===== src/rtl/scratchpad_backdoor_arbiter_if.sv =====
`default_nettype none
//------------------------------------------------------------------------------
// Module   : scratchpad_backdoor_arbiter_if
// Brief    : Bundle of requester-side and memory-wrapper-side signals shared
//            between the backdoor arbiter and its environment.
// Revision : 1.0 - initial release
//------------------------------------------------------------------------------
interface scratchpad_backdoor_arbiter_if #(
    parameter int NUM_REQ = 3,
    parameter int ADDR_W  = 16
);
    // Requester side
    logic                    busy_i;
    logic [NUM_REQ-1:0]      req_i;
    logic [NUM_REQ-1:0]      we_i;
    logic [NUM_REQ*32-1:0]   addr_i;
    logic [NUM_REQ*64-1:0]   wdata_i;
    logic [NUM_REQ-1:0]      ack_o;
    logic [63:0]             rdata_o;
    logic                    err_o;

    // Memory wrapper side
    logic                    mem_sel_o;
    logic [7:0]              mem_mask_o;
    logic                    mem_write_o;
    logic [ADDR_W-1:0]       mem_addr_o;
    logic [63:0]             mem_wdata_o;
    logic [63:0]             mem_rdata_i;

    // Environment: requesters, functional-path busy and the memory wrapper
    modport master (
        output busy_i, req_i, we_i, addr_i, wdata_i, mem_rdata_i,
        input  ack_o, rdata_o, err_o,
               mem_sel_o, mem_mask_o, mem_write_o, mem_addr_o, mem_wdata_o
    );

    // The arbiter itself
    modport slave (
        input  busy_i, req_i, we_i, addr_i, wdata_i, mem_rdata_i,
        output ack_o, rdata_o, err_o,
               mem_sel_o, mem_mask_o, mem_write_o, mem_addr_o, mem_wdata_o
    );
endinterface
`default_nettype wire


===== src/rtl/scratchpad_backdoor_arbiter.sv =====
`default_nettype none
//------------------------------------------------------------------------------
// Module   : scratchpad_backdoor_arbiter
// Brief    : Round-robin arbiter giving NUM_REQ backdoor requesters exclusive,
//            sequenced 64-bit access to the scratchpad wrapper port while the
//            functional path is idle.
//            Optional feature macro: SCRATCHPAD_ARB_BOUNDS_CHECK_EN
//              defined   -> out-of-range word addresses ack immediately with
//                           err_o=1 and rdata_o=0, no memory access
//              undefined -> addresses wrap within ADDR_W word bits
// Revision : 1.0 - initial release
//------------------------------------------------------------------------------
module scratchpad_backdoor_arbiter #(
    parameter int NUM_REQ     = 3,
    parameter int DEPTH_WORDS = 65536,
    parameter int ADDR_W      = 16
) (
    input  logic                          clk,
    input  logic                          rst,
    scratchpad_backdoor_arbiter_if.slave  bus
);

    localparam int IDX_W = $clog2(NUM_REQ);

    localparam logic [1:0] S_IDLE = 2'd0;
    localparam logic [1:0] S_CMD  = 2'd1;
    localparam logic [1:0] S_CAPT = 2'd2;
    localparam logic [1:0] S_ACK  = 2'd3;

    localparam logic [NUM_REQ-1:0] c_ONE = {{(NUM_REQ-1){1'b0}}, 1'b1};

    // Parameter consistency is checked at elaboration
    if (ADDR_W != $clog2(DEPTH_WORDS) || NUM_REQ < 2 || NUM_REQ > 4) begin : g_param_error
        $error("scratchpad_backdoor_arbiter: inconsistent NUM_REQ/DEPTH_WORDS/ADDR_W");
    end

    logic [1:0]          r_state;
    logic [IDX_W-1:0]    r_ptr;
    logic [IDX_W-1:0]    r_g;
    logic                r_we;

    logic [NUM_REQ-1:0]  r_ack;
    logic [63:0]         r_rdata;
    logic                r_err;
    logic                r_mem_sel;
    logic [7:0]          r_mem_mask;
    logic                r_mem_write;
    logic [ADDR_W-1:0]   r_mem_addr;
    logic [63:0]         r_mem_wdata;

    logic                w_grant_vld;
    logic [IDX_W-1:0]    w_grant_idx;
    logic                w_win_we;
    logic [ADDR_W-1:0]   w_win_word;
    logic [63:0]         w_win_wdata;

    // Round-robin search from r_ptr; the k=0 candidate is visited last so it wins
    always_comb begin
        w_grant_vld = 1'b0;
        w_grant_idx = '0;
        for (int k = NUM_REQ - 1; k >= 0; k--) begin
            if (bus.req_i[(int'(r_ptr) + k) % NUM_REQ]) begin
                w_grant_vld = 1'b1;
                w_grant_idx = IDX_W'((int'(r_ptr) + k) % NUM_REQ);
            end
        end
    end

    // Winner's command fields; only the word-index bits of the address are kept
    assign w_win_we    = bus.we_i[w_grant_idx];
    assign w_win_word  = bus.addr_i[32*w_grant_idx + 3 +: ADDR_W];
    assign w_win_wdata = bus.wdata_i[64*w_grant_idx +: 64];

`ifdef SCRATCHPAD_ARB_BOUNDS_CHECK_EN
    logic [28:0] w_win_word_full;
    logic        w_oob;

    assign w_win_word_full = bus.addr_i[32*w_grant_idx + 3 +: 29];
    assign w_oob           = ({3'b000, w_win_word_full} >= 32'(DEPTH_WORDS));
`endif

    // Transaction sequencer; every output is a register updated here
    always_ff @(posedge clk) begin
        if (rst) begin
            r_state     <= S_IDLE;
            r_ptr       <= '0;
            r_g         <= '0;
            r_we        <= 1'b0;
            r_ack       <= '0;
            r_rdata     <= '0;
            r_err       <= 1'b0;
            r_mem_sel   <= 1'b0;
            r_mem_mask  <= '0;
            r_mem_write <= 1'b0;
            r_mem_addr  <= '0;
            r_mem_wdata <= '0;
        end else begin
            r_ack <= '0;
            case (r_state)
                S_IDLE: begin
                    if (w_grant_vld && !bus.busy_i) begin
                        r_g  <= w_grant_idx;
                        r_we <= w_win_we;
`ifdef SCRATCHPAD_ARB_BOUNDS_CHECK_EN
                        if (w_oob) begin
                            // Out of range: skip the memory entirely
                            r_state <= S_ACK;
                            r_ack   <= c_ONE << w_grant_idx;
                            r_err   <= 1'b1;
                            r_rdata <= '0;
                        end else begin
                            r_state     <= S_CMD;
                            r_err       <= 1'b0;
                            r_mem_sel   <= 1'b1;
                            r_mem_mask  <= 8'hFF;
                            r_mem_write <= w_win_we;
                            r_mem_addr  <= w_win_word;
                            r_mem_wdata <= w_win_we ? w_win_wdata : 64'd0;
                        end
`else
                        r_state     <= S_CMD;
                        r_err       <= 1'b0;
                        r_mem_sel   <= 1'b1;
                        r_mem_mask  <= 8'hFF;
                        r_mem_write <= w_win_we;
                        r_mem_addr  <= w_win_word;
                        r_mem_wdata <= w_win_we ? w_win_wdata : 64'd0;
`endif
                    end
                end
                S_CMD: begin
                    if (r_we) begin
                        r_state     <= S_ACK;
                        r_ack       <= c_ONE << r_g;
                        r_mem_sel   <= 1'b0;
                        r_mem_mask  <= '0;
                        r_mem_write <= 1'b0;
                        r_mem_addr  <= '0;
                        r_mem_wdata <= '0;
                    end else begin
                        // Hold select and address while the wrapper returns data
                        r_state     <= S_CAPT;
                        r_mem_write <= 1'b0;
                        r_mem_wdata <= '0;
                    end
                end
                S_CAPT: begin
                    r_state     <= S_ACK;
                    r_ack       <= c_ONE << r_g;
                    r_rdata     <= bus.mem_rdata_i;
                    r_mem_sel   <= 1'b0;
                    r_mem_mask  <= '0;
                    r_mem_write <= 1'b0;
                    r_mem_addr  <= '0;
                    r_mem_wdata <= '0;
                end
                S_ACK: begin
                    r_state <= S_IDLE;
                    r_ptr   <= (r_g == IDX_W'(NUM_REQ - 1)) ? '0 : r_g + 1'b1;
                end
                default: begin
                    r_state <= S_IDLE;
                end
            endcase
        end
    end

    assign bus.ack_o       = r_ack;
    assign bus.rdata_o     = r_rdata;
    assign bus.err_o       = r_err;
    assign bus.mem_sel_o   = r_mem_sel;
    assign bus.mem_mask_o  = r_mem_mask;
    assign bus.mem_write_o = r_mem_write;
    assign bus.mem_addr_o  = r_mem_addr;
    assign bus.mem_wdata_o = r_mem_wdata;

endmodule
`default_nettype wire


===== src/flat_wrapper.sv =====
// flat-port wrapper written by rule: the top's interface ports become plain ports
module scratchpad_backdoor_arbiter_flat 
#(
    parameter int NUM_REQ     = 3,
    parameter int DEPTH_WORDS = 65536,
    parameter int ADDR_W      = 16
)
  (clk, rst, bus_busy_i, bus_req_i, bus_we_i, bus_addr_i, bus_wdata_i, bus_mem_rdata_i, bus_ack_o, bus_rdata_o, bus_err_o, bus_mem_sel_o, bus_mem_mask_o, bus_mem_write_o, bus_mem_addr_o, bus_mem_wdata_o);
  scratchpad_backdoor_arbiter_if #(.NUM_REQ(NUM_REQ), .ADDR_W(ADDR_W)) bus_i ();
  input  logic clk;
  input  logic rst;
  input wire logic [$bits(bus_i.busy_i)-1:0] bus_busy_i;
  input wire logic [$bits(bus_i.req_i)-1:0] bus_req_i;
  input wire logic [$bits(bus_i.we_i)-1:0] bus_we_i;
  input wire logic [$bits(bus_i.addr_i)-1:0] bus_addr_i;
  input wire logic [$bits(bus_i.wdata_i)-1:0] bus_wdata_i;
  input wire logic [$bits(bus_i.mem_rdata_i)-1:0] bus_mem_rdata_i;
  output wire logic [$bits(bus_i.ack_o)-1:0] bus_ack_o;
  output wire logic [$bits(bus_i.rdata_o)-1:0] bus_rdata_o;
  output wire logic [$bits(bus_i.err_o)-1:0] bus_err_o;
  output wire logic [$bits(bus_i.mem_sel_o)-1:0] bus_mem_sel_o;
  output wire logic [$bits(bus_i.mem_mask_o)-1:0] bus_mem_mask_o;
  output wire logic [$bits(bus_i.mem_write_o)-1:0] bus_mem_write_o;
  output wire logic [$bits(bus_i.mem_addr_o)-1:0] bus_mem_addr_o;
  output wire logic [$bits(bus_i.mem_wdata_o)-1:0] bus_mem_wdata_o;
  assign bus_i.busy_i = bus_busy_i;
  assign bus_i.req_i = bus_req_i;
  assign bus_i.we_i = bus_we_i;
  assign bus_i.addr_i = bus_addr_i;
  assign bus_i.wdata_i = bus_wdata_i;
  assign bus_i.mem_rdata_i = bus_mem_rdata_i;
  assign bus_ack_o = bus_i.ack_o;
  assign bus_rdata_o = bus_i.rdata_o;
  assign bus_err_o = bus_i.err_o;
  assign bus_mem_sel_o = bus_i.mem_sel_o;
  assign bus_mem_mask_o = bus_i.mem_mask_o;
  assign bus_mem_write_o = bus_i.mem_write_o;
  assign bus_mem_addr_o = bus_i.mem_addr_o;
  assign bus_mem_wdata_o = bus_i.mem_wdata_o;
  scratchpad_backdoor_arbiter #(.NUM_REQ(NUM_REQ), .DEPTH_WORDS(DEPTH_WORDS), .ADDR_W(ADDR_W)) u_core (.clk(clk), .rst(rst), .bus(bus_i));
endmodule

===== config.mk =====
export PLATFORM = sky130hd
export DESIGN_NAME = scratchpad_backdoor_arbiter_flat
export DESIGN_NICKNAME = d
export VERILOG_FILES = /design/src/rtl/scratchpad_backdoor_arbiter_if.sv /design/src/rtl/scratchpad_backdoor_arbiter.sv /design/src/flat_wrapper.sv
export SDC_FILE = /design/constraint.sdc
export NUM_CORES = 1
export LEC_CHECK = 0
export CAP_MARGIN = 10
export CORE_AREA = 2 2 200 202
export DETAILED_ROUTE_END_ITERATION = 7
export DIE_AREA = 0 0 202 204
export PLACE_DENSITY = 0.56
export SETUP_SLACK_MARGIN = 0.5
export SLEW_MARGIN = 20
export SYNTH_ARGS = -nofsm -noshare
export SYNTH_HDL_FRONTEND = slang
export SYNTH_SLANG_ARGS = --single-unit

===== constraint.sdc =====
create_clock -name clk -period 3.6 [get_ports clk]
set_input_delay 0.72 -clock clk [delete_from_list [all_inputs] [get_ports clk]]
set_output_delay 0.72 -clock clk [all_outputs]
set_load 0.05 [all_outputs]

# Word level (Yosys, flattened, before mapping)

Index checks and enable logic that the tools add are counted.

$add $sub $neg: 4
Divide/modulo/power cells: 3
$lt $le $gt $ge: 4
Eq/ne operators: 6
Shifts and indexed selects: 3
Mux-type cells: 37
Reductions and logical operators: 9

Operators by type and width:

| operator              | number |
|---|---|
| $shiftx 192x9->64     | 1 |
| $mux 64               | 2 |
| $pmux 64 s2           | 1 |
| $lt 32x4->1 const B   | 3 |
| $shiftx 96x33->16     | 1 |
| $mod 32x3->32 const B | 2 |
| $pmux 16 s3           | 1 |
| $mod 3x3->32 const B  | 1 |
| $mux 16               | 2 |
| $pmux 8 s3            | 1 |
| $mux 8                | 2 |
| $mux 1                | 14 |
| $mux 2                | 5 |
| $add 7x2->8 const B   | 1 |
| $bmux 1 s2            | 4 |
| $pmux 2 s4            | 1 |
| $eq 2x2->1 const B    | 3 |
| $pmux 3 s2            | 1 |
| $ne 2x1->1 const B    | 2 |
| $reduce_and 2->1      | 2 |
| $add 2x1->3 const B   | 1 |
| $add 2x2->3 const B   | 1 |
| $lt 2x3->1 const B    | 1 |
| $mux 3                | 1 |
| 12 further kinds      | 12 |

Register bits after elaboration: 164
Bits of input ports: 361
Output and inout port bits: 158
Word-level logic and storage cells: 77

# Logic depth before layout (Yosys ltp)

Gate-level depths: netlist (run 1).

Word-level depth: 13
Gate-level depth with buffers: 12
Depth with buffers taken out: 8

# Least setup slack after synthesis (run 1)

No wires, ideal clock.

Path type: reg-to-reg
Start point: reg u_core.r_ptr[1]
End point: reg u_core.r_mem_wdata[14], in the netlist u_core.bus.mem_wdata_o[14]
Setup time: 0.117 ns
Data arrival time: 2.298 ns
Required time: 3.483 ns
Slack: 1.185 ns
Cell stages (with the launch flop): 12
Path buffers: 3
Period minus slack after synthesis: 2.415 ns
Cell sequence: dfxtp_1 -> inv_1 -> ha_1 -> buf_4 -> a21bo_2 -> a32o_1 -> a31oi_4 -> nand2_4 -> and2_1 -> buf_2 -> clkbuf_1 -> a22o_1

Cells in the longest elaborated chain, start to end: 13
Elaborated cells on any way between the ends: 29
Those cells by class: add/sub: 2; div: 3; eq/ne: 1; shift: 1; mux: 20; reduce/logical: 2

RTL lines:

| item                                                                   | line                               | RTL |
|---|---|---|
| from (decl)                                                            | scratchpad_backdoor_arbiter.sv:38  | `logic [IDX_W-1:0] r_ptr;` |
| from (signal assigned)                                                 | scratchpad_backdoor_arbiter.sv:159 | `r_ptr <= (r_g == IDX_W'(NUM_REQ - 1)) ? '0 : r_g + 1'b1;` |
| parallel branches: the longest is 13 deep, another holds $mod 32x3->32 | n/a                                |  |
| to (signal assigned)                                                   | scratchpad_backdoor_arbiter.sv:127 | `r_mem_wdata <= w_win_we ? w_win_wdata : 64'd0;` |
| to (decl)                                                              | scratchpad_backdoor_arbiter.sv:49  | `logic [63:0] r_mem_wdata;` |

Several ways; the timed one is not identified. The select of a mux whose other input is x is not followed.
A chain may end at the register's enable or synchronous reset.

# Final worst setup path (run 1)

Start point: in bus_req_i[2]
End point: reg u_core.r_mem_wdata[51], in the netlist u_core.bus.mem_wdata_o[51]

Cells in the longest elaborated chain, start to end: 11
Elaborated cells on any way between the ends: 24
Those cells by class: eq/ne: 1; shift: 1; mux: 20; reduce/logical: 2

RTL lines:

| item                                                                       | line               | RTL |
|---|---|---|
| from (decl)                                                                | flat_wrapper.sv:13 | `input wire logic [$bits(bus_i.req_i)-1:0] bus_req_i;` |
| parallel branches: the longest is 11 deep, another holds $shiftx 192x9->64 | n/a                |  |

Several ways; the timed one is not identified. The select of a mux whose other input is x is not followed.

==> flow_summary.json, run 1 <==
{
  "status": "finished, final reports clean",
  "crit_chain": "clkdlybuf4s50_1 -> a21boi_1 -> o21ai_1 -> o311ai_4 -> a211oi_2 -> nor4b_4 -> buf_12 -> a22o_1",
  "ys_seq_area_frac": 0.432,
  "portBuffers": 469,
  "avgSynthCellArea_sq_um": 9.52,
  "path_buf_inv": 2,
  "clock-root-buffer": "clkbuf_16",
  "period_share": 0.797,
  "routed_via_density": 4.09,
  "gp_congestion": 0.771,
  "drcViolationCount": 0,
  "drt_iter0_drc": 242,
  "antenna_found_initial": 2,
  "clkTransAtPathRegs_ns": 0.06,
  "nets": 1562,
  "finalSetupTns_ns": 0,
  "seqPwrFrac": 0.288,
  "layout-drive-gt1-share": 0.0440,
  "cts_tree": "built",
  "synth_area_sq_um": 7230,
  "synth_flop_cell": "dfxtp_1",
  "dp_hpwl_mm": 21.1,
  "cp_slowest_cell": "clkdlybuf4s50_1",
  "grt_start_max_net_pins": 129,
  "rsz0062_at_grt": "false",
  "layout_setup_ws_ns": 0.731,
  "ys.warnings.count": 0,
  "wl_mm": 27.7,
  "hold_viol": 0,
  "grt.overflow.total": 0,
  "yosys.area_share.xor_xnor": 0,
  "num_io_pins": 519,
  "finalMaxSlewViolations": 0,
  "die_width_microns": 202,
  "end_kind": "register",
  "worstSkewPairLatency_ns": 0.43,
  "grt_pass1_vias": 7094,
  "synth_common_cells": "156 x dfxtp_1, 148 x mux2i_1, 87 x nor2_1",
  "postCtsResizedCells": 0,
  "yosys.area_share.simple": 0.108,
  "skew_ns": 0.00634,
  "coreArea_sq_um": 39200,
  "p_int_w": 0.00464,
  "critPathMaxStageDelay_ns": 0.63,
  "swShare": 0.414,
  "cts.path.max_buffers": 2,
  "synth_area_leaders": "dfxtp_1 43%, mux2i_1 20%, a22o_1 7.7%",
  "vias": 7087,
  "fmax_mhz": 349,
  "yosys_register_bits": 156,
  "cts.sinks": 156,
  "post_cts_buffers": 0,
  "cts_hold_buf": 0,
  "synthAdderAreaFrac": 0.0121,
  "powerDensity_nw_per_um2": 610,
  "cp_top_family": "compound AO/OA/AOI/OAI gates",
  "crit_type": "primary input to register",
  "synthCells": 760,
  "row_count": 73,
  "period_minus_slack_ns": 2.87,
  "clkPwrFrac": 0.224,
  "post-place-cells": 1700,
  "synth.distinct_cells": 50,
  "initial_core_util": 0.185,
  "synth-edff-count": 0,
  "ir_drop_mv": 0.236,
  "die_area_sq_um": 41200,
  "syn2layout_area_growth_pct": 79.5,
  "cts_buffers": 17,
  "synth_top_area_cell": "dfxtp_1",
  "arrival_ns": 3.24,
  "synth-async-reset-ratio": 0,
  "synth_top_family_by_area": "multiplexers",
  "wl_per_cell_microns": 16.0,
  "combPwrFrac": 0.488,
  "yosysMostFrequentCell": "dfxtp_1",
  "netlist.area_leader.share": 0.432,
  "place_area_sq_um": 12400,
  "design_area_sq_um": 13000,
  "grt_pass1_wl_mm": 41.4,
  "synth_compound_area_frac": 0.188,
  "slew_headroom": 0.453,
  "setup_viol": 0,
  "reg2reg_setup_slack_ns": 0.80,
  "synth.net_count": 1128,
  "pre_cts_ws_ns": 0.293,
  "postRouteAntennaNets": 0,
  "htreeDepth": 4,
  "synth_mux_area_frac": 0.206,
  "die_height_microns": 204,
  "p_leak_nw": 5.09,
  "min_path_type": "register to register",
  "cp-start-kind": "primary input",
  "cp_max_fo": 65,
  "firstDrtPassIters": 4,
  "cap_violations": 0,
  "final_cell_count_no_fill": 1731,
  "p_switching_w": 0.00328,
  "grt.total_usage": 0.132,
  "worst_slew_pin_slew_ns": 0.818,
  "critPathRequiredTime_ns": 3.97
}
cell usage in the layout, fill, tap and decap left out, types with 2 or more instances in the layout:
master | synthesis | layout
a21oi_1 | 8 | 8
buf_12 | 0 | 5
mux2i_1 | 148 | 148
buf_4 | 11 | 9
nor2_1 | 87 | 87
o21ai_1 | 3 | 2
a21o_1 | 17 | 17
clkinv_4 | 0 | 2
diode_2 | 0 | 2
o21ai_0 | 66 | 66
ha_1 | 7 | 6
a211oi_1 | 16 | 16
clkbuf_1 | 29 | 4
nand2_1 | 69 | 69
nor3_1 | 2 | 2
a22o_1 | 64 | 64
nand2b_1 | 7 | 7
clkbuf_8 | 0 | 2
clkbuf_16 | 0 | 17
inv_1 | 7 | 7
bufinv_16 | 0 | 2
clkdlybuf4s50_1 | 0 | 468
nor2b_1 | 2 | 2
nor3b_1 | 2 | 2
nand3b_1 | 2 | 2
dfxtp_1 | 156 | 156
stage by stage:
stage	hold slack, ns	utilization	total power [W]
finish	0.451	0.331	0.00792
global route	0.474	0.331	0.00837
CTS	0.453	0.331	0.00808
detailed placement	0.438	0.317	0.00624
global placement	0.435	0.317	0.00622
floorplan	0.450	-	0.00483
power by group through the flow:
stage | Combinational [W] | Sequential [W] | Clock (W)
final | 0.00387 | 0.00228 | 0.00177
after global routing | 0.00411 | 0.00234 | 0.00192
after CTS | 0.00393 | 0.00229 | 0.00186
after detailed placement | 0.00392 | 0.00232 | 0
after global placement | 0.00391 | 0.00231 | 0
after floorplan | 0.00139 | 0.00344 | 0
worst register-to-register path: cells and delay by family, from the launching register on:
family | cells | cell delay (ns)
AOI/OAI and AO/OA | 4 | 0.85
adders and majority gates | 1 | 0.37
buffers and inverters | 2 | 0.37
DFF | 1 | 0.38
and+or+nand+nor | 2 | 0.78
path summary, 6_finish.rpt:
kind                                         start                                 endpoint  depth (start not counted)
min          u_core.bus.mem_addr_o[9]$_SDFFE_PP0P_    u_core.bus.mem_addr_o[9]$_SDFFE_PP0P_                          1
min reg2reg  u_core.bus.mem_addr_o[9]$_SDFFE_PP0P_    u_core.bus.mem_addr_o[9]$_SDFFE_PP0P_                          1
max reg2reg           u_core.r_ptr[1]$_SDFFE_PP0N_  u_core.bus.mem_wdata_o[51]$_SDFFE_PP0P_                          9
max                                   bus_req_i[2]  u_core.bus.mem_wdata_o[51]$_SDFFE_PP0P_                          8
final cells by class:
type                    instances  area [sq um]
clock inverters                 6          90.1
inverters                       7          26.3
clock buffers                  23           468
fillers                      4022         26200
diodes                          2          5.00
multi-input cells             529          3760
flip-flops and latches        156          3120
well taps                     525           657
repair buffers                483          4860
cells by family (layout without fill, tap and decap cells):
family                     count (synthesis)  in the layout
AOI/OAI and AO/OA                        190            190
and+or+nand+nor                          182            182
adders and majority gates                  7              7
buffers and inverters                     75            519
DFF                                      156            156
muxes                                    149            149
other                                      1              3
state kept, by name, summed over array words and instances, names as in the netlist, 2 cells and up:
signal / cells
u_core.bus.mem_wdata_o: 64
u_core.bus.rdata_o: 64
u_core.bus.mem_addr_o: 16
u_core.bus.ack_o: 3
u_core.r_g: 2
u_core.r_ptr: 2
u_core.r_state: 2
routing by layer:
layer / vias up / share of wire / track usage
met5: - / 0 / 0
met4: 0 / 0.026 / 0.0583
met3: 28 / 0.091 / 0.0512
met2: 318 / 0.48 / 0.222
met1: 3183 / 0.41 / 0.148
li1: 3558 / - / -
Note: power is estimated with default switching activity, not from simulation.
==> run 2, diff against run 1 <==
--- a/config.mk
+++ b/config.mk
@@ -6,10 +6,10 @@
 export NUM_CORES = 1
 export LEC_CHECK = 0
 export CAP_MARGIN = 10
-export CORE_AREA = 2 2 200 202
+export CORE_AREA = 2 2 203 205
 export DETAILED_ROUTE_END_ITERATION = 7
-export DIE_AREA = 0 0 202 204
-export PLACE_DENSITY = 0.56
+export DIE_AREA = 0 0 205 207
+export PLACE_DENSITY = 0.55
 export SETUP_SLACK_MARGIN = 0.5
 export SLEW_MARGIN = 20
 export SYNTH_ARGS = -nofsm -noshare
==> constraint.sdc (replaced) <==
create_clock -name clk -period 2.93 [get_ports clk]
set_input_delay 0.586 -clock clk [delete_from_list [all_inputs] [get_ports clk]]
set_output_delay 0.586 -clock clk [all_outputs]
set_load 0.05 [all_outputs]
==> flow_summary.json, run 2 (synthesized netlist as in run 1, its figures left out) <==
{
  "dp_hpwl_mm": 21.8,
  "grt_start_max_net_pins": 67,
  "num_io_pins": 519,
  "drcViolationCount": 0,
  "worstSkewPairLatency_ns": 0.45,
  "powerDensity_nw_per_um2": 746,
  "postRouteAntennaNets": 0,
  "final_common_cell": "clkdlybuf4s50_1",
  "swShare": 0.415,
  "die_height_microns": 207,
  "r2r_cells": 12,
  "cts_buffers": 17,
  "initial_core_util": 0.179,
  "row_count": 74,
  "fmax_mhz": 403,
  "nets": 1600,
  "clock-root-buffer": "clkbuf_16",
  "hold_viol": 0,
  "holdWs_ns": 0.451,
  "period_share": 0.847,
  "whs_endpoint": "u_core.bus.mem_addr_o[6]$_SDFFE_PP0P_",
  "startpoint": "u_core.r_ptr[1]$_SDFFE_PP0N_",
  "p_int_w": 0.00592,
  "clkPwrFrac": 0.230,
  "r2r-start": "u_core.r_ptr[1]$_SDFFE_PP0N_",
  "crit_type": "register to register",
  "period_minus_slack_ns": 2.48,
  "grt_pass1_wl_mm": 42.3,
  "hold_depth": 1,
  "coreArea_sq_um": 40400,
  "cts.sinks": 156,
  "cts_tree": "built",
  "combPwrFrac": 0.493,
  "end_kind": "register",
  "die_area_sq_um": 42400,
  "htreeDepth": 4,
  "layout_common_cells": "456 x clkdlybuf4s50_1, 154 x dfxtp_1, 148 x mux2i_1",
  "die_width_microns": 205,
  "crit_chain": "inv_2 -> ha_4 -> or3b_1 -> a21oi_2 -> buf_4 -> o21ai_4 -> a211oi_4 -> nor4b_4 -> buf_6 -> buf_12 -> clkbuf_16 -> a22o_1",
  "p_leak_nw": 5.41,
  "finalMaxSlewViolations": 0,
  "drt_iter0_drc": 232,
  "status": "finished, final reports clean",
  "grt_pass1_vias": 7456,
  "cp-start-kind": "register",
  "firstDrtPassIters": 4,
  "min_from": "u_core.bus.mem_addr_o[6]$_SDFFE_PP0P_",
  "cp_top_family": "compound AO/OA/AOI/OAI gates",
  "portBuffers": 469,
  "skew_ns": 0.00941,
  "setup_viol": 0,
  "cts.path.max_buffers": 2,
  "seqPwrFrac": 0.277,
  "finalSetupTns_ns": 0,
  "r2r-end": "u_core.bus.mem_wdata_o[41]$_SDFFE_PP0P_",
  "reg2reg_setup_slack_ns": 0.45,
  "routed_via_density": 4.07,
  "worst_slew_pin_slew_ns": 0.675,
  "arrival_ns": 2.82,
  "critPathRequiredTime_ns": 3.26,
  "grt.total_usage": 0.131,
  "clkTransAtPathRegs_ns": 0.06,
  "path_buf_inv": 5,
  "grt.overflow.total": 0,
  "cp_max_fo": 8,
  "min_path_type": "register to register",
  "wl_per_cell_microns": 15.9,
  "wl_mm": 28.3,
  "cap_violations": 0,
  "vias": 7254,
  "slew_headroom": 0.550,
  "critPathMaxStageDelay_ns": 0.38,
  "antenna_found_initial": 3,
  "rsz0062_at_grt": "true",
  "p_switching_w": 0.00419,
  "cp_slowest_cell": "dfxtp_4",
  "fin_util": 0.336,
  "syn2layout_area_growth_pct": 87.4,
  "layout-drive-gt1-share": 0.0892,
  "ir_drop_mv": 0.347,
  "gp_congestion": 0.819
}
-- run 2: what timing repair did --
action	in CTS	in global routing
resized for setup	39	8
gates cloned	1	2
hold endpoints to repair	0	0
pin swaps	7	4
hold buffers	0	0
endpoints found under the setup margin	90	74
buffers inserted	9	0
-- run 2: power by group through the flow --
| stage | registers, W | clock network (W) | logic [W] |
|---|---|---|---|
| after CTS | 0.00280 | 0.00243 | 0.00501 |
| final | 0.00280 | 0.00232 | 0.00498 |
| after global routing | 0.00287 | 0.00251 | 0.00529 |
| after floorplan | 0.00423 | 0 | 0.00171 |
| after detailed placement | 0.00284 | 0 | 0.00496 |
| after global placement | 0.00283 | 0 | 0.00493 |
-- run 2: worst max path at each step --
stage / slack, ns / cells past startpoint / to
5_1_grt: 0.35 / 12 / u_core.bus.mem_wdata_o[52]$_SDFFE_PP0P_
2_1_floorplan: 0.52 / 11 / u_core.bus.mem_wdata_o[14]$_SDFFE_PP0P_
4_1_cts: 0.45 / 12 / u_core.bus.mem_wdata_o[50]$_SDFFE_PP0P_
6_report: 0.45 / 12 / u_core.bus.mem_wdata_o[41]$_SDFFE_PP0P_
3_5_place_dp: -0.12 / 9 / u_core.bus.mem_wdata_o[50]$_SDFFE_PP0P_
3_3_place_gp: -0.10 / 9 / u_core.bus.mem_wdata_o[49]$_SDFFE_PP0P_
-- run 2: metal layers --
metal | share of wire | global-route usage | up-vias
met3 | 0.089 | 0.0478 | 28
met5 | 0 | 0 | -
met2 | 0.50 | 0.233 | 310
met4 | 0.023 | 0.0563 | 0
li1 | - | - | 3642
met1 | 0.38 | 0.136 | 3274
-- run 2: worst register-to-register path, stage by stage, from the launching register on --
cell and delay (ns):
dfxtp_4 0.38, inv_2 0.05, ha_4 0.17, or3b_1 0.37, a21oi_2 0.15, buf_4 0.14
o21ai_4 0.07, a211oi_4 0.29, nor4b_4 0.08, buf_6 0.15, buf_12 0.15, clkbuf_16 0.17
a22o_1 0.19
-- run 2: final cells by class --
cell class | count | area [sq um]
diodes | 4 | 10.0
clock buffers | 17 | 425
clock inverters | 15 | 190
fillers | 4201 | 26800
inverters | 7 | 28.8
multi-input cells | 529 | 3820
flip-flops and latches | 156 | 3130
well taps | 532 | 666
repair buffers | 521 | 5280
-- run 2: per-stage QoR --
stage / cell area, sq um / worst slack (ns) / power [W] / cells
floorplan: 7230 / 0.515 / 0.00594 / 760
global placement: 12700 / -0.104 / 0.00776 / 1733
detailed placement: 12700 / -0.121 / 0.00781 / 1733
CTS: 13500 / 0.449 / 0.0102 / 1775
global route: 13600 / 0.347 / 0.0107 / 1780
finish: 13600 / 0.449 / 0.0101 / 1781
==> run 3, diff against run 2 <==
--- a/config.mk
+++ b/config.mk
@@ -6,10 +6,10 @@
 export NUM_CORES = 1
 export LEC_CHECK = 0
 export CAP_MARGIN = 10
-export CORE_AREA = 2 2 203 205
+export CORE_AREA = 2 2 200 202
 export DETAILED_ROUTE_END_ITERATION = 7
-export DIE_AREA = 0 0 205 207
-export PLACE_DENSITY = 0.55
+export DIE_AREA = 0 0 202 204
+export PLACE_DENSITY = 0.58
 export SETUP_SLACK_MARGIN = 0.5
 export SLEW_MARGIN = 20
 export SYNTH_ARGS = -nofsm -noshare
==> constraint.sdc (replaced) <==
create_clock -name clk -period 2.2 [get_ports clk]
set_input_delay 0.44 -clock clk [delete_from_list [all_inputs] [get_ports clk]]
set_output_delay 0.44 -clock clk [all_outputs]
set_load 0.05 [all_outputs]
==> flow_summary.json, run 3 (synthesized netlist as in run 1, its figures left out) <==
{
  "vias": 7292,
  "crit_type": "register to register",
  "postRouteAntennaNets": 0,
  "post-place-cells": 1736,
  "grt_start_max_net_pins": 65,
  "layout-drive-gt1-share": 0.220,
  "violations": "negative setup slack",
  "startpoint": "u_core.r_ptr[1]$_SDFFE_PP0N_",
  "layout_setup_ws_ns": -0.190,
  "r2r_cells": 12,
  "r2r-end": "u_core.bus.mem_wdata_o[34]$_SDFFE_PP0P_",
  "powerDensity_nw_per_um2": 968,
  "period_share": 1.09,
  "design_area_sq_um": 13900,
  "endpoint": "u_core.bus.mem_wdata_o[34]$_SDFFE_PP0P_",
  "finalMaxSlewViolations": 0,
  "die_height_microns": 204,
  "coreArea_sq_um": 39200,
  "crit_chain": "inv_2 -> ha_4 -> buf_4 -> nor2b_1 -> o221ai_2 -> o311ai_4 -> buf_6 -> a211oi_4 -> nor4b_4 -> buf_12 -> clkbuf_16 -> a22o_1",
  "status": "finished with violations",
  "drt_iter0_drc": 253,
  "gp_congestion": 0.777,
  "cp_top_family": "compound AO/OA/AOI/OAI gates",
  "syn2layout_area_growth_pct": 92.2,
  "cp_max_fo": 9,
  "worstSkewPairLatency_ns": 0.44,
  "initial_core_util": 0.185,
  "drcViolationCount": 0,
  "grt_pass1_vias": 7302,
  "cts_hold_buf": 0,
  "antenna_found_initial": 3,
  "arrival_ns": 2.72,
  "routed_via_density": 4.09,
  "slew_headroom": 0.593,
  "grt.total_usage": 0.127,
  "fin_util": 0.355,
  "die_width_microns": 202,
  "end_kind": "register",
  "die_area_sq_um": 41200,
  "final_common_cell": "clkdlybuf4s50_1",
  "path_buf_inv": 5,
  "row_count": 73,
  "finalSetupTns_ns": -11.63,
  "r2r-start": "u_core.r_ptr[1]$_SDFFE_PP0N_",
  "cts.sinks": 156,
  "ir_drop_mv": 0.458,
  "reg2reg_setup_slack_ns": -0.19,
  "wl_mm": 27.6,
  "cts.path.max_buffers": 2,
  "setup_viol": 81,
  "fmax_mhz": 418,
  "period_minus_slack_ns": 2.39,
  "clkTransAtPathRegs_ns": 0.07,
  "cts_buffers": 17,
  "layout_common_cells": "311 x clkdlybuf4s50_1, 152 x dfxtp_1, 147 x mux2i_1",
  "clock-root-buffer": "clkbuf_16",
  "place_area_sq_um": 12900,
  "num_io_pins": 519,
  "skew_ns": 0.00572,
  "critPathMaxStageDelay_ns": 0.38,
  "dp_hpwl_mm": 20.7,
  "cp.depth": 12,
  "critPathRequiredTime_ns": 2.53,
  "grt.overflow.total": 0,
  "cp-start-kind": "register",
  "htreeDepth": 4,
  "cp_slowest_cell": "dfxtp_4",
  "rsz0062_at_grt": "true",
  "hold_viol": 0,
  "portBuffers": 469,
  "p_leak_nw": 5.87,
  "final_cell_count_no_fill": 1783,
  "nets": 1611,
  "cap_violations": 0,
  "firstDrtPassIters": 5,
  "wl_per_cell_microns": 15.5,
  "worst_slew_pin_slew_ns": 0.610,
  "cts_tree": "built",
  "grt_pass1_wl_mm": 40.3,
  "min_path_type": "primary input to register"
}
-- run 3: cell count changes in the layout (fill, tap and decap cells not counted), moves of 3 or more --
cell and change:
buf_12 +9, buf_2 +17, clkbuf_2 +4, clkdlybuf4s15_2 +116, clkdlybuf4s50_1 -145, dlygate4sd2_1 -12
dlymetal6s2s_1 +17, o21ai_0 -3, o21ai_1 +4
-- run 3: timing repair --
action                                  4_1_cts  5_1_grt
endpoints found under the setup margin      245      114
gates resized for setup                     456       52
hold endpoints to repair                      0        0
buffers inserted                              6        1
pin swaps                                    12       10
gates cloned                                  1        5
-- run 3: where the power goes --
group          total (W)  switching [W]  internal, W
registers        0.00374       0.000332      0.00341
clock network    0.00295        0.00136      0.00160
logic            0.00677        0.00406      0.00270
-- run 3: worst register-to-register path, delay by kind of cell, from the launching register on --
family                   cells  cell delay [ns]
buffers and inverters        5             0.70
adder cells (fa/ha/maj)      1             0.17
AND/OR/NAND/NOR              2             0.22
AO/OA/AOI/OAI                4             0.82
flip-flops                   1             0.38
-- run 3: area by class of cell --
class | instances | area, sq um
clock inverters | 15 | 154
clock buffers | 17 | 425
inverters | 7 | 28.8
flip-flops and latches | 156 | 3130
multi-input cells | 529 | 3910
repair buffers | 532 | 5600
well taps | 525 | 657
diodes | 2 | 5.00
fillers | 3977 | 25300
-- run 3: how the worst min path moves through the flow --
stage,startpoint,endpoint,slack [ns],cells after the start
2_1_floorplan,u_core.r_we$_SDFFE_PP0P_,u_core.r_we$_SDFFE_PP0P_,0.45,2
3_3_place_gp,u_core.bus.mem_addr_o[0]$_SDFFE_PP0P_,u_core.bus.mem_addr_o[0]$_SDFFE_PP0P_,0.43,1
3_5_place_dp,u_core.bus.mem_addr_o[6]$_SDFFE_PP0P_,u_core.bus.mem_addr_o[6]$_SDFFE_PP0P_,0.44,1
4_1_cts,rst,u_core.r_ptr[1]$_SDFFE_PP0N_,0.40,3
5_1_grt,rst,u_core.r_we$_SDFFE_PP0P_,0.41,3
6_report,rst,u_core.r_we$_SDFFE_PP0P_,0.42,3
-- run 3: layer usage --
| layer | global-route usage | share of wire |
|---|---|---|
| met1 | 0.139 | 0.41 |
| met3 | 0.0517 | 0.083 |
| met4 | 0.0470 | 0.023 |
| met2 | 0.219 | 0.48 |
| met5 | 0 | 0.00047 |
-- run 3: through the flow --
| step | hold WS [ns] | setup WS [ns] | total power, W |
|---|---|---|---|
| detailed placement | 0.438 | -0.626 | 0.0106 |
| CTS | 0.399 | -0.231 | 0.0136 |
| global placement | 0.435 | -0.603 | 0.0106 |
| finish | 0.422 | -0.190 | 0.0135 |
| global route | 0.412 | -0.318 | 0.0142 |
| floorplan | 0.450 | -0.0473 | 0.00812 |
